==> config.mk <==
export PLATFORM = sky130hd
export DESIGN_NAME = bht_fb_arbiter
export DESIGN_NICKNAME = d
export VERILOG_FILES = /design/src/rtl/bht_fb_arbiter_pkg.sv /design/src/rtl/bht_fb_arbiter_fb_fifo.sv /design/src/rtl/bht_fb_arbiter.sv
export SDC_FILE = /design/constraint.sdc
export NUM_CORES = 1
export LEC_CHECK = 0
export ABC_CLOCK_PERIOD_IN_PS = 4200
export BUFFER_PORTS_ARGS = -buffer_cell sky130_fd_sc_hd__buf_2
export CAP_MARGIN = 20
export CORE_UTILIZATION = 25
export CTS_CLUSTER_SIZE = 28
export DETAILED_ROUTE_END_ITERATION = 12
export SYNTH_ARGS = -nofsm -noshare
export SYNTH_HDL_FRONTEND = slang
export SYNTH_SLANG_ARGS = --single-unit
==> constraint.sdc <==
create_clock -name clk -period 4.2 [get_ports clk]
set_clock_uncertainty 0.05 [all_clocks]
set_input_delay 0.63 -clock clk [delete_from_list [all_inputs] [get_ports clk]]
set_output_delay 0.63 -clock clk [all_outputs]
set_load 0.02 [all_outputs]
==> src/rtl/bht_fb_arbiter_pkg.sv <==
// Shared types and defaults for the BHT feedback arbiter.
// Queue status is derived from occupancy alone; there is no other control state.
package bht_fb_arbiter_pkg;

  localparam int DEF_FIFO_DEPTH = 8;
  localparam int DEF_ADDR_W     = 32;

  typedef enum logic [1:0] {
    ST_EMPTY,
    ST_NORMAL,
    ST_FULL
  } fifo_status_e;

  function automatic fifo_status_e fifo_status(input int occ, input int depth);
    if (occ == 0)
      return ST_EMPTY;
    if (occ >= depth)
      return ST_FULL;
    return ST_NORMAL;
  endfunction

endpackage

==> src/rtl/bht_fb_arbiter_fb_fifo.sv <==
// Synchronous FIFO with two write ports (A then B, in order) and one read port.
// Port B is only used together with port A; the head is read combinationally.
module fb_fifo #(
  parameter int DEPTH = 8,
  parameter int WIDTH = 33
) (
  input  logic                       clk,
  input  logic                       rst,
  input  logic                       wa_en,
  input  logic [WIDTH-1:0]           wa_data,
  input  logic                       wb_en,
  input  logic [WIDTH-1:0]           wb_data,
  input  logic                       rd_en,
  output logic [WIDTH-1:0]           head_data,
  output logic [$clog2(DEPTH):0]     occupancy
);

  localparam int PTR_W = $clog2(DEPTH);
  localparam int OCC_W = PTR_W + 1;

  logic [WIDTH-1:0] mem [DEPTH];
  logic [PTR_W-1:0] wr_ptr_reg;
  logic [PTR_W-1:0] rd_ptr_reg;
  logic [OCC_W-1:0] occ_reg;
  logic [PTR_W-1:0] wr_ptr_b;
  logic [1:0]       push_cnt;

  // Power-of-two depth lets pointer arithmetic wrap naturally.
  assign wr_ptr_b  = wr_ptr_reg + PTR_W'(1);
  assign push_cnt  = {1'b0, wa_en} + {1'b0, wb_en};
  assign head_data = mem[rd_ptr_reg];
  assign occupancy = occ_reg;

  always_ff @(posedge clk) begin
    if (wa_en)
      mem[wr_ptr_reg] <= wa_data;
    if (wb_en)
      mem[wr_ptr_b] <= wb_data;
  end

  always_ff @(posedge clk) begin
    if (rst) begin
      wr_ptr_reg <= '0;
      rd_ptr_reg <= '0;
      occ_reg    <= '0;
    end else begin
      wr_ptr_reg <= wr_ptr_reg + PTR_W'(push_cnt);
      if (rd_en)
        rd_ptr_reg <= rd_ptr_reg + PTR_W'(1);
      occ_reg <= occ_reg + OCC_W'(push_cnt) - OCC_W'(rd_en);
    end
  end

endmodule

==> src/rtl/bht_fb_arbiter.sv <==
// Serialises two-slot commit branch feedback onto the single BHT update port.
// Optional zero-latency bypass when empty: define BHT_FB_BYPASS_EN.
module bht_fb_arbiter
  import bht_fb_arbiter_pkg::*;
#(
  parameter int FIFO_DEPTH = DEF_FIFO_DEPTH,
  parameter int ADDR_W     = DEF_ADDR_W
) (
  input  logic                          clk,
  input  logic                          rst,
  input  logic                          upd_ena,
  input  logic                          req0_valid,
  input  logic [ADDR_W-1:0]             req0_pc,
  input  logic                          req0_taken,
  input  logic                          req1_valid,
  input  logic [ADDR_W-1:0]             req1_pc,
  input  logic                          req1_taken,
  output logic                          req_ready,
  output logic                          fb_ena,
  output logic [ADDR_W-1:0]             fb_pc,
  output logic                          fb_taken_stat,
  output logic [$clog2(FIFO_DEPTH):0]   occupancy,
  output logic                          ovf_err
);

  localparam int OCC_W = $clog2(FIFO_DEPTH) + 1;
  localparam int ENT_W = ADDR_W + 1;

  fifo_status_e     status;
  logic [OCC_W-1:0] free_slots;
  logic             empty;
  logic             bypass;
  logic [ENT_W-1:0] byp_data;
  logic [ENT_W-1:0] head_data;
  logic [ENT_W-1:0] fb_data;
  logic [ENT_W-1:0] last_reg;
  logic             ovf_err_reg;
  logic             pop;
  logic             a_valid;
  logic [ENT_W-1:0] a_data;
  logic             b_valid;
  logic [ENT_W-1:0] b_data;
  logic             wa_en;
  logic             wb_en;
  logic             drop;

  assign status     = fifo_status(int'(occupancy), FIFO_DEPTH);
  assign empty      = (status == ST_EMPTY);
  assign free_slots = OCC_W'(FIFO_DEPTH) - occupancy;
  assign req_ready  = (free_slots >= OCC_W'(2));
  assign byp_data   = req0_valid ? {req0_taken, req0_pc} : {req1_taken, req1_pc};

`ifdef BHT_FB_BYPASS_EN
  assign bypass = empty && upd_ena && (req0_valid || req1_valid);
`else
  assign bypass = 1'b0;
`endif

  // Compact valid requests into write ports A/B, oldest first; a bypassed
  // request is consumed directly and only the younger one is queued.
  always_comb begin
    a_valid = 1'b0;
    a_data  = '0;
    b_valid = 1'b0;
    b_data  = '0;
    if (bypass) begin
      if (req0_valid && req1_valid) begin
        a_valid = 1'b1;
        a_data  = {req1_taken, req1_pc};
      end
    end else if (req0_valid) begin
      a_valid = 1'b1;
      a_data  = {req0_taken, req0_pc};
      b_valid = req1_valid;
      b_data  = {req1_taken, req1_pc};
    end else if (req1_valid) begin
      a_valid = 1'b1;
      a_data  = {req1_taken, req1_pc};
    end
  end

  // Free space comes from registered occupancy: a same-cycle pop never helps.
  assign wa_en = a_valid && (status != ST_FULL);
  assign wb_en = b_valid && (free_slots >= OCC_W'(2));
  assign drop  = (a_valid && !wa_en) || (b_valid && !wb_en);

  assign pop           = upd_ena && !empty;
  assign fb_ena        = bypass || pop;
  assign fb_data       = bypass ? byp_data : (empty ? last_reg : head_data);
  assign fb_pc         = fb_data[ADDR_W-1:0];
  assign fb_taken_stat = fb_data[ADDR_W];
  assign ovf_err       = ovf_err_reg;

  always_ff @(posedge clk) begin
    if (rst) begin
      last_reg    <= '0;
      ovf_err_reg <= 1'b0;
    end else begin
      if (fb_ena)
        last_reg <= fb_data;
      if (drop)
        ovf_err_reg <= 1'b1;
    end
  end

  fb_fifo #(
    .DEPTH (FIFO_DEPTH),
    .WIDTH (ENT_W)
  ) u_fb_fifo (
    .clk       (clk),
    .rst       (rst),
    .wa_en     (wa_en),
    .wa_data   (a_data),
    .wb_en     (wb_en),
    .wb_data   (b_data),
    .rd_en     (pop),
    .head_data (head_data),
    .occupancy (occupancy)
  );

endmodule

==> results.toml <==
[run_status]
status = "finished clean"

[setup_path]
critPathKind = "register to output pin"
worstPathCellList = "buf_12, mux4_2, mux2i_1, a21oi_1, buf_2"
crit_fanout = 24
required_ns = 3.52
cp_slowest_stage_delay_ns = 0.71
critPathSlowestCell = "dfxtp_4"
critPathCaptureType = "output pin"
cp-start-kind = "register"
crit_arrival_ns = 2.79

[detailed_routing]
drt_iter0_drc = 581
wire_per_inst_um = 21.6
routed_wl_um = 43400
first_pass_iters = 5
drc = 0
num_vias = 9343
drtAntennaViolNets = 0
drt-vias-per-instance = 4.64

[global_route]
antenna_found_initial = 2
grt_max_degree = 68
grt_pass1_wl_um = 64200
grtUsageTotal_pct = 13.7
grt_pass1_vias = 9732
grt_overflow = 0

[timing]
min_period_over_period_pct = 82.7
setup_ws_ns = 0.725
finalMaxSlewViolations = 0
period_needed_ns = 3.47
tightestPinTransition_ns = 1.09
whs_ns = 0.441
hold_viol = 0
rsz0062_at_grt = "no"
setup_tns_ns = 0
max-slew-margin-rel_pct = 27.2
fmax_mhz = 288
setup_violations = 0

[final_layout]
fin_cells = 2013
drive_above_1_share_pct = 24.7
num-fill-cells = 6170
largest_register_ffs = 264
layout-area-overhead-vs-synth_pct = 16.7
diodes = 0
final_nets = 1236

[clock_network]
htreeDepth = 2
root_buffer = "clkbuf_16"
cts_tree = "yes"
ctsResizeCount = 0
cts_sinks = 311
cts_setup_buffers = 0
insertion_delay_ns = 0.54
path_clk_slew_ns = 0.06
clock_path_buffers = 3
cts_made_buffers = 35
cts-hold-fix-buffers = 0

[logic_synthesis]
async_flop_share_pct = 0
synth_edf_count = 264
yosysTopAreaCellShare_pct = 50.5
ys_ff_latch = 311
syn_area_mm2 = 0.0157
synth_ff_type = "edfxtp_1"
synth.avg_cell_area_um2 = 14.9
synth_mux_area_share_pct = 28.5
synth_warnings = 0
synth_xor_area_share_pct = 0.550
yosysTopAreaCell = "edfxtp_1"
ys_types = 36
synth.top_cells.by_area = "edfxtp_1, mux2i_1, mux4_2"
synth_fa_ha_area_share_pct = 1.29
syn_nets = 1137
syn_inst = 1051
synth.yosys.seq_area_share_pct = 56.5
synth-simple-area-share_pct = 3.48
synth_top_family_by_area = "multiplexers"
synth-compound-area-share_pct = 5.24

[floorplan]
pin_count = 111
dieArea_mm2 = 0.0638
core_area_mm2 = 0.0618
die_width_um = 253
die_h_um = 253
start_util_pct = 25.4
num_rows = 91

[flow_run]
cap_violations = 0

[place]
dp_hpwl_um = 25100
place_ws_ns = 0.746
io_buffer_count = 110
dp_cells = 1949
gp_congestion = 0.726

[power_and_ir_drop]
cellLeakagePower_nw = 7.83
ir_drop_mv = 0.295
p_sw_share_pct = 36.7
seqPwrFrac_pct = 36.9
clock_power_share_pct = 25.4
p_int_mw = 7.67
comb_power_share_pct = 37.8
switchingPower_mw = 4.44
power_density_mw_per_mm2 = 661

[min_path]
hold_path_class = "register to register"
==> layout by cell type, fill, tap and decap left out, drive strengths merged <==
master	Yosys	layout
a211oi	33	33
a21boi	1	1
a21o	2	2
a21oi	35	35
a22oi	33	33
a31oi	1	1
buf	50	146
bufinv	0	3
clkbuf	34	46
clkinv	0	11
clkinvlp	0	2
dfxtp	47	47
edfxtp	264	264
fa	2	2
ha	13	13
inv	11	12
mux2i	298	298
mux4	66	66
nand2	38	38
nand2b	3	3
nand3	1	1
nand3b	1	1
nor2	79	79
nor2b	5	5
nor3	5	5
o211ai	5	5
o21ai	10	10
o31ai	2	2
or2	1	1
or3	2	2
xnor2	6	6
xor2	3	3
==> worst max-delay path, delay by kind of cell (launching register included) <==
| family | cells | cell delay, ns |
|---|---|---|
| flops | 1 | 0.71 |
| mux | 2 | 0.86 |
| compound gates | 1 | 0.16 |
| buf+inv | 2 | 0.51 |
==> synthesized netlist by cell type (6+ instances only) <==
cell and instances:
inv_1 11, mux4_2 66, a21oi_1 35, buf_4 8
nand2_1 38, buf_1 7, buf_8 24, edfxtp_1 264
buf_2 6, clkbuf_1 34, a22oi_1 33, nor2_1 79
a211oi_1 33, ha_1 13, dfxtp_1 47, o21ai_1 8
mux2i_1 298
==> through the flow <==
step           area [um^2]  utilization [%]  power [mW]
3_5_place_dp         17200             27.8        9.18
5_1_grt              18300             29.6        12.8
3_3_place_gp         17200             27.8        9.10
4_1_cts              18300             29.6        12.3
6_report             18300             29.6        12.1
2_1_floorplan        15700                -        7.55
==> layer usage <==
layer	vias to the layer above	global-route usage (%)	part of all wire, %	wire, um
met5	-	0	0.051	22
met4	4	3.64	1.7	729
met3	51	2.12	4.2	1810
met2	213	22.9	48	21000
met1	4786	18.2	46	19900
li1	4289	-	-	-
==> cell families after synthesis <==
| kind of cell | after synthesis |
|---|---|
| and+or+nand+nor | 135 |
| xor gates and xnor gates | 9 |
| DFF | 311 |
| muxes | 364 |
| AOI/OAI and AO/OA | 122 |
| adders and majority gates | 15 |
| buffers and inverters | 95 |
==> worst paths after layout <==
kind / startpoint / endpoint / slack, ns / cells after the start
max: register / fb_pc[0] / 0.73 / 5
max reg2reg: u_fb_fifo.occupancy[1]$_SDFF_PP0_ / u_fb_fifo.occupancy[3]$_SDFF_PP0_ / 0.78 / 16
min: ovf_err$_SDFFE_PP0P_ / ovf_err$_SDFFE_PP0P_ / 0.44 / 2
min reg2reg: ovf_err$_SDFFE_PP0P_ / ovf_err$_SDFFE_PP0P_ / 0.44 / 2
==> area by class of cell <==
cell class / instances / area [um^2] / area share [%]
clock buffer: 46 / 968 / 5.28
clock inverter: 17 / 178 / 0.970
inverter: 11 / 41.3 / 0.225
multi-input combinational: 645 / 6330 / 34.5
sequential: 311 / 8880 / 48.4
tap: 837 / 1050 / 5.71
timing repair buffer: 146 / 886 / 4.83
==> power by group through the flow <==
stage	Combinational, mW	Sequential [mW]	Clock [mW]
global placement	4.59	4.51	0
finish	4.57	4.47	3.08
CTS	4.66	4.47	3.14
floorplan	3.08	4.46	0
global route	4.96	4.54	3.26
detailed placement	4.65	4.54	0
(Power assumes the default switching activity.)
